`src/rtl/mem_cmd_initiator.sv`:
```
// mem_cmd_initiator: queues read/write commands and runs them one at a time on the mem bus, returning one response each.
module mem_cmd_initiator #(
  parameter int DATA_WIDTH = 32,
  parameter int ADDR_WIDTH = 16,
  parameter int CMD_DEPTH  = 4,
  parameter int TIMEOUT    = 16
) (
  input  logic                  clock,
  input  logic                  reset,
  input  logic                  cmd_valid,
  output logic                  cmd_ready,
  input  logic                  cmd_rwn,
  input  logic [ADDR_WIDTH-1:0] cmd_addr,
  input  logic [DATA_WIDTH-1:0] cmd_wdata,
  output logic                  rsp_valid,
  input  logic                  rsp_ready,
  output logic                  rsp_rwn,
  output logic [DATA_WIDTH-1:0] rsp_rdata,
  output logic                  rsp_err,
  output logic                  cs,
  output logic                  rwn,
  output logic [ADDR_WIDTH-1:0] addr,
  output logic [DATA_WIDTH-1:0] wdata,
  input  logic                  rdy,
  input  logic [DATA_WIDTH-1:0] rdata,
  output logic                  busy
);
  localparam int PW = $clog2(CMD_DEPTH);
  localparam int TW = TIMEOUT > 0 ? $clog2(TIMEOUT + 1) : 1;
  typedef enum logic [1:0] {IDLE, ACCESS, RESP} state_t;
  state_t state, state_n;
  logic [DATA_WIDTH+ADDR_WIDTH:0] mem [CMD_DEPTH];
  logic [PW-1:0] wr_ptr, rd_ptr;
  logic [PW:0] count;
  logic [TW-1:0] timer;
  logic rwn_q, push, launch, hit, expire;
  assign cmd_ready = count != (PW+1)'(CMD_DEPTH);
  assign push      = cmd_valid & cmd_ready;
  assign busy      = count != '0 || state != IDLE;
  assign cs        = state == ACCESS;
  assign rwn       = cs ? rwn_q : 1'b1;
  assign rsp_valid = state == RESP;
  always_comb begin
    launch  = state == IDLE && count != '0;
    hit     = cs && rdy;
    expire  = cs && !rdy && TIMEOUT != 0 && timer == TW'(TIMEOUT - 1);
    state_n = launch ? ACCESS : (hit || expire) ? RESP : (rsp_valid && rsp_ready) ? IDLE : state;
  end
  always_ff @(posedge clock)
    if (push) mem[wr_ptr] <= {cmd_rwn, cmd_addr, cmd_wdata};
  always_ff @(posedge clock or negedge reset)
    if (!reset) begin
      state     <= IDLE;
      wr_ptr    <= '0;
      rd_ptr    <= '0;
      count     <= '0;
      timer     <= '0;
      rwn_q     <= 1'b1;
      addr      <= '0;
      wdata     <= '0;
      rsp_rwn   <= 1'b1;
      rsp_rdata <= '0;
      rsp_err   <= 1'b0;
    end else begin
      state  <= state_n;
      count  <= count + (PW+1)'(push) - (PW+1)'(launch);
      timer  <= launch ? '0 : cs ? timer + 1'b1 : timer;
      if (push) wr_ptr <= wr_ptr + 1'b1;
      if (launch) begin
        rd_ptr                <= rd_ptr + 1'b1;
        {rwn_q, addr, wdata}  <= mem[rd_ptr];
      end
      // a late rdy coinciding with expiry wins, since hit masks expire
      if (hit || expire) begin
        rsp_rwn   <= rwn_q;
        rsp_rdata <= hit && rwn_q ? rdata : '0;
        rsp_err   <= expire;
      end
    end
endmodule

```
`config.mk`:
```
export PLATFORM = sky130hd
export DESIGN_NAME = mem_cmd_initiator
export DESIGN_NICKNAME = d
export VERILOG_FILES = /design/src/rtl/mem_cmd_initiator.sv
export SDC_FILE = /design/constraint.sdc
export NUM_CORES = 1
export LEC_CHECK = 0
export ABC_AREA = 1
export CORE_MARGIN = 3
export CORE_UTILIZATION = 59
export CTS_CLUSTER_DIAMETER = 120
export DETAILED_ROUTE_END_ITERATION = 7
export PLACE_DENSITY = 0.89
export SLEW_MARGIN = 10
export SYNTH_ARGS = -nofsm -noshare
export SYNTH_HDL_FRONTEND = slang
export SYNTH_SLANG_ARGS = --single-unit
```
`constraint.sdc`:
```
create_clock -name clock -period 8.8 [get_ports clock]
set_input_delay 1.76 -clock clock [delete_from_list [all_inputs] [get_ports clock]]
set_output_delay 1.76 -clock clock [all_outputs]
set_load 0.01 [all_outputs]
```
==> run summary, run 1 <==
Status = finished, final reports clean
Largest net degree at the start of global routing = 101
Slew headroom = 0.2231
Drt drc = 0
CP max-delay cell = clkdlybuf4s50_1
Leading post-synthesis cells by cell area = edfxtp_1 48%, dfrtp_1 20%, nand2_1 14%, inv_1 7.5%, nand3_1 4.4%
Async S/R FF share, synth = 0.3311
Bufs on Longest Clock Path = 3
Register cell area after layout = 8320 um^2
Req. time, crit path = 7.04 ns
Area Overhead vs Synth = 23.78%
Starting Density = 0.6140
Total global-route track usage = 0.2437
Max rail drop VDD = 223.2 uV
Tcrit/Tclk final = 0.4363
Vias after detailed routing = 8546
Hold path cells = 2
Most numerous cell in the Yosys netlist = nand2_1
Hold EP = wdata[12]$_DFFE_PN0N_
Critical path arrival = 2.08 ns
R2R cell count = 6
Mapped Nets = 1308
Final number of setup-violating endpoints = 0
Cell accounting for the most synthesized area = edfxtp_1
CTS sink cnt = 293
Fraction of layout cells with a size suffix above 1 = 0.05380
Routability Congestion = 0.7606
Initial antenna violation count = 0
Crit Path Max Fanout = 12
#FFs+latches synth = 293
Port Buffer Count = 172
Simple-Gate Fraction of Synth Area = 0.1877
Yosys warns = 0
Number of enable flip-flop cells after synthesis = 196
Multiplexer area fraction after synthesis = 0
Critical Path Sink Type = primary output
Hpwl dp = 15730 um
Worst Tran Pin Value = 1.165 ns
Nets@finish = 1467
Clock Tree Root = clkbuf_16
Cts hold-fix bufs = 0
Die height = 149.7 um
Unrepaired setup endpoints after global routing = no
Drt total wl = 27320 um
Worst R2R End = rwn_q$_DFFE_PN1N_
Layout Skew = 0.02191 ns
Ant diodes = 0
Startpoint types = register
Fillers = 1142
Max-cap violations = 0
# rows = 51
Post-synth cell types = 26
Vias in the first global route = 8711
Max Freq = 260.5 MHz
Critical path, cell by cell = inv_1, nand2_1, or2_2, clkdlybuf4s50_1
Post-CTS Setup Bufs = 0
Synth Area in Compound Gates = 0.01592
Post-CTS Resized = 0
Synth Area per Inst = 10.05 um^2
H-tree Lvls = 1
Clk_lat worst skew = 0.55 ns
Total power = 5.216 mW
Synth Area in Adders = 0.009857
Synth top area share = 0.4830
DIE WIDTH = 149.7 um
Largest family of logic cells by synthesized area = simple AND/OR/NAND/NOR gates
Fin Setup TNS = 0 ns
Core box area = 19850 um^2
WS Path Type = reg -> out
P per Cell Area = 345.8 nW/um^2
Post-route minimum period = 3.839 ns
ANT nets after route = 0
Routed WL per cell = 16.47 um
# IOs = 173
Multi-input gate area = 2675 um^2
Global route overflow = 0
Max Slew Vio Count = 0
Top cells by count, synth = 447 x nand2_1, 245 x inv_1, 196 x edfxtp_1
Pre-antenna DRT Iters = 5
Lkg Pwr = 7.057 nW
Worst-path clk slew = 0.06 ns
TritonCTS Buffers = 28
Worst hold path type = reg -> reg
Die footprint = 22410 um^2
Initial DRC count = 750
Post-Syn Instances = 1213
Final Hold Viols = 0
Worst hold start = wdata[12]$_DFFE_PN0N_
Cell area after synthesis = 12190 um^2
FF-to-FF Start = rd_ptr[0]$_DFFE_PN0N_
Vias/cell = 5.151
Seq/Total Area, Yosys = 0.6824
Synth Area in XOR/XNOR = 0.003594
Ys flop type = edfxtp_1
Crit-path max cell delay = 0.48 ns
CTS tree = done
First-pass GRT wire length = 42900 um
Flop2flop setup slack = 6.11 ns
-- cells by family after synthesis --
kind of cell,after synthesis
XOR/XNOR,5
AO/OA/AOI/OAI,38
buffers and inverters,299
AND/OR/NAND/NOR,569
flip-flops,293
adder cells (fa/ha/maj),9
-- worst max path at each step --
stage / startpoint / end / slack, ns / depth (start not counted)
4_1_cts: state[1]$_DFFE_PN0P_ / rwn / 4.95 / 4
3_3_place_gp: cmd_valid / mem[1][20]$_DFFE_PP_ / 4.74 / 4
5_1_grt: state[1]$_DFFE_PN0P_ / rwn / 4.86 / 4
2_1_floorplan: cmd_valid / mem[0][0]$_DFFE_PP_ / 4.36 / 2
6_report: state[1]$_DFFE_PN0P_ / rwn / 4.96 / 4
3_5_place_dp: cmd_valid / mem[1][20]$_DFFE_PP_ / 4.68 / 4
-- final cells by class --
| type | count | area share |
|---|---|---|
| inverters | 249 | 0.06213 |
| multi-input cells | 621 | 0.1774 |
| clock buffers | 31 | 0.04927 |
| flip-flops and latches | 293 | 0.5516 |
| clock inverters | 21 | 0.02016 |
| well taps | 265 | 0.02198 |
| repair buffers | 179 | 0.1175 |
-- worst max-delay path, delay by kind of cell, from the launching register on --
kind	cells	cell delay, ns
DFF	1	0.39
buffers and inverters	2	0.56
and+or+nand+nor	2	0.60
-- cells in the final DEF (no fill, tap or decap), drive strengths merged --
| master | n |
|---|---|
| fa | 1 |
| dfstp | 2 |
| clkbuf | 31 |
| bufinv | 7 |
| or2 | 3 |
| inv | 252 |
| nor2 | 11 |
| xnor2 | 3 |
| dfrtp | 95 |
| xor2 | 2 |
| nand3 | 107 |
| nand2 | 448 |
| clkinvlp | 5 |
| ha | 8 |
| o21ai | 36 |
| a21oi | 2 |
| buf | 8 |
| edfxtp | 196 |
| clkdlybuf4s50 | 171 |
| clkinv | 6 |
-- flip-flops by register name, summed over array words and instances (netlist names) --
signal and count:
rsp_rdata 32, mem 196, rd_ptr 2, rsp_rwn 1, rsp_err 1, timer 5, state 2, count 3
wr_ptr 2, addr 16, rwn_q 1, wdata 32
-- power breakdown --
group	total, mW	internal, mW	switching, mW
logic	1.71	0.701	1.01
clock network	1.34	0.819	0.519
registers	2.17	1.89	0.279
total	5.22	3.41	1.81
-- layer usage --
metal,GRT usage,vias to the layer above,wire length [um]
li1,-,4043,-
met1,0.2998,4058,10320
met2,0.4321,357,14280
met3,0.03483,88,1707
met4,0.1057,0,1012
met5,0,-,0
-- through the flow --
step | cells | setup slack (ns) | cell area (um^2) | hold WS (ns) | util
6_report | 1659 | 4.961 | 15080 | 0.4778 | 0.7600
5_1_grt | 1659 | 4.859 | 15080 | 0.5042 | 0.7600
3_3_place_gp | 1607 | 4.739 | 14040 | 0.4566 | 0.7073
2_1_floorplan | 1213 | 4.360 | 12190 | 0.4605 | -
4_1_cts | 1659 | 4.946 | 15080 | 0.4820 | 0.7600
3_5_place_dp | 1607 | 4.680 | 14040 | 0.4643 | 0.7073
No activity file was read; power rests on OpenSTA's default activity.
==> inputs of run 2 (changes only) <==
--- a/config.mk
+++ b/config.mk
@@ -7,10 +7,10 @@
 export LEC_CHECK = 0
 export ABC_AREA = 1
 export CORE_MARGIN = 3
-export CORE_UTILIZATION = 59
+export CORE_UTILIZATION = 55
 export CTS_CLUSTER_DIAMETER = 120
 export DETAILED_ROUTE_END_ITERATION = 7
-export PLACE_DENSITY = 0.89
+export PLACE_DENSITY = 0.84
 export SLEW_MARGIN = 10
 export SYNTH_ARGS = -nofsm -noshare
 export SYNTH_HDL_FRONTEND = slang
==> constraint.sdc (replaced) <==
create_clock -name clock -period 4 [get_ports clock]
set_input_delay 0.8 -clock clock [delete_from_list [all_inputs] [get_ports clock]]
set_output_delay 0.8 -clock clock [all_outputs]
set_load 0.01 [all_outputs]
==> run 2 against run 1 <==
Design area decreased by 0.31%. Worst setup slack got worse by 3.8 ns. Critical endpoint unchanged. Largest cell class unchanged. Non-clock buffer count increased by 3.
==> run summary, run 2 (synthesis gave the netlist of run 1 again) <==
Status = finished, final reports clean
Cts hold-fix bufs = 0 (unchanged)
Commonest non-fill, non-tap cells in the layout = 447 x nand2_1, 245 x inv_1, 196 x edfxtp_1, 171 x clkdlybuf4s50_1, 106 x nand3_1
CTS sink cnt = 293 (unchanged)
Crit Path Max Fanout = 12 (unchanged)
Critical Path Sink Type = primary output
Placed cell count = 1620 (+0.81%)
Die height = 154.8 um (+3.4%)
Worst hold path type = in -> async
Non-filler instance count after layout = 1674 (+0.90%)
Layout Skew = 0.02296 ns (+0.001051 ns)
Top flop regs = mem x196, rsp_rdata x32, wdata x32
Final number of setup-violating endpoints = 0 (unchanged)
Unrepaired setup endpoints after global routing = no
ANT nets after route = 0 (unchanged)
Bufs on Longest Clock Path = 3 (unchanged)
Critical path arrival = 2.07 ns (about the same)
Final Hold Viols = 0 (unchanged)
Starting Density = 0.5689 (-0.04512)
Pre-CTS WS = 1.143 ns (-3.537 ns)
Clock Tree Root = clkbuf_16
Post-route minimum period = 2.873 ns
Pre-antenna DRT Iters = 5 (unchanged)
Largest Register = mem
Lkg Pwr = 7.051 nW (about the same)
Drt total wl = 26280 um (-3.8%)
Vias/cell = 5.015 (-2.6%)
Post-Layout Inst Area = 15040 um^2 (-0.31%)
Largest register FFs = 196 (unchanged)
Vias in the first global route = 8690 (-0.24%)
DIE WIDTH = 154.8 um (+3.4%)
Largest net degree at the start of global routing = 100 (-0.99%)
CTS tree = done
Vias after detailed routing = 8395 (-1.8%)
Port Buffer Count = 172 (unchanged)
# IOs = 173 (unchanged)
P per Cell Area = 746.0 nW/um^2 (+120%)
Ant diodes = 0 (unchanged)
Tcrit/Tclk final = 0.7181
Total power = 11.22 mW (+120%)
Fraction of layout cells with a size suffix above 1 = 0.05575 (+0.001952)
# rows = 53 (+3.9%)
Post-CTS Resized = 0 (unchanged)
Most common cell after layout, fill and taps aside = nand2_1
Drt drc = 0 (unchanged)
Worst-path clk slew = 0.06 ns (about the same)
Core box area = 21420 um^2 (+7.9%)
Max Slew Vio Count = 0 (unchanged)
Nets@finish = 1471 (+0.27%)
WS Path Type = reg -> out
Routability Congestion = 0.7669 (+0.83%)
Placed standard-cell area = 14070 um^2 (+0.25%)
Routed WL per cell = 15.70 um (-4.7%)
Req. time, crit path = 3.20 ns (-3.84 ns)
Final Util = 0.7020 (-0.05801)
Clk_lat worst skew = 0.56 ns (about the same)
Hpwl dp = 15780 um (+0.32%)
Worst setup margin = 1.127 ns (-3.834 ns)
Worst Tran Pin Value = 1.067 ns (-0.09808 ns)
Initial DRC count = 609 (-19%)
Slew headroom = 0.2885 (+0.06539)
Global route overflow = 0 (unchanged)
TritonCTS Buffers = 29 (+3.6%)
Startpoint types = register
Max-cap violations = 0 (unchanged)
Post-CTS Setup Bufs = 0 (unchanged)
Max rail drop VDD = 479.1 uV (+110%)
First-pass GRT wire length = 42680 um (-0.52%)
Fin Setup TNS = 0 ns (unchanged)
Initial antenna violation count = 1 (+1)
Max Freq = 348.1 MHz
Final hold slack = 0.4321 ns (-0.04568 ns)
Total global-route track usage = 0.2197 (-0.02393)
Area Overhead vs Synth = 23.40%
H-tree Lvls = 1 (unchanged)
Die footprint = 23980 um^2 (+7.0%)
[run 2: cell types whose count changed in the layout (fill, tap and decap cells not counted), sizes merged]
cell      previous run  this run
buf                  8        11
bufinv               7         4
clkbuf              31        34
clkinv               6        12
clkinvlp             5         3
inv                252       250
[run 2: worst max-delay path, cell delays in order, from the launching register on]
cell,delay [ns]
dfrtp_1,0.39
inv_1,0.07
nand2_1,0.22
or2_2,0.35
clkdlybuf4s50_1,0.48
[run 2: power breakdown]
| part | switching (mW) | internal [mW] | leakage (nW) |
|---|---|---|---|
| clock network | 1.13 | 1.60 | 0.475 |
| registers | 0.366 | 4.17 | 3.02 |
| logic | 2.40 | 1.55 | 3.55 |
| total | 3.90 | 7.32 | 7.05 |
[run 2: per-layer routing]
layer  part of all wire  GRT usage  up-vias
met5            0.00042          0        -
met4              0.035    0.08789        2
met3              0.054    0.03050       72
met2               0.52     0.3991      288
met1               0.39     0.2645     3980
li1                   -          -     4053
[run 2: cell type report]
cell class,instances,area (um^2)
sequential,293,8320
fill,1499,6382
multi-input combinational,621,2675
timing repair buffer,182,1794
inverter,249,937.1
clock buffer,34,744.5
tap,275,344.1
clock inverter,20,221.5
[run 2: final timing paths]
| kind | from | end | slack, ns | cells past startpoint |
|---|---|---|---|---|
| max in group asynchronous | reset | wdata[16]$_DFFE_PN0N_ | 2.72 | 2 |
| min in group clock | rsp_rwn$_DFFE_PN1P_ | rsp_rwn$_DFFE_PN1P_ | 0.47 | 2 |
| hold reg to reg | rsp_rwn$_DFFE_PN1P_ | rsp_rwn$_DFFE_PN1P_ | 0.47 | 2 |
| hold / removal | reset | rsp_rdata[24]$_DFFE_PN0P_ | 0.43 | 1 |
| setup / recovery | state[1]$_DFFE_PN0P_ | rwn | 1.13 | 4 |
| setup reg to reg | count[1]$_DFF_PN0_ | count[2]$_DFF_PN0_ | 1.77 | 9 |
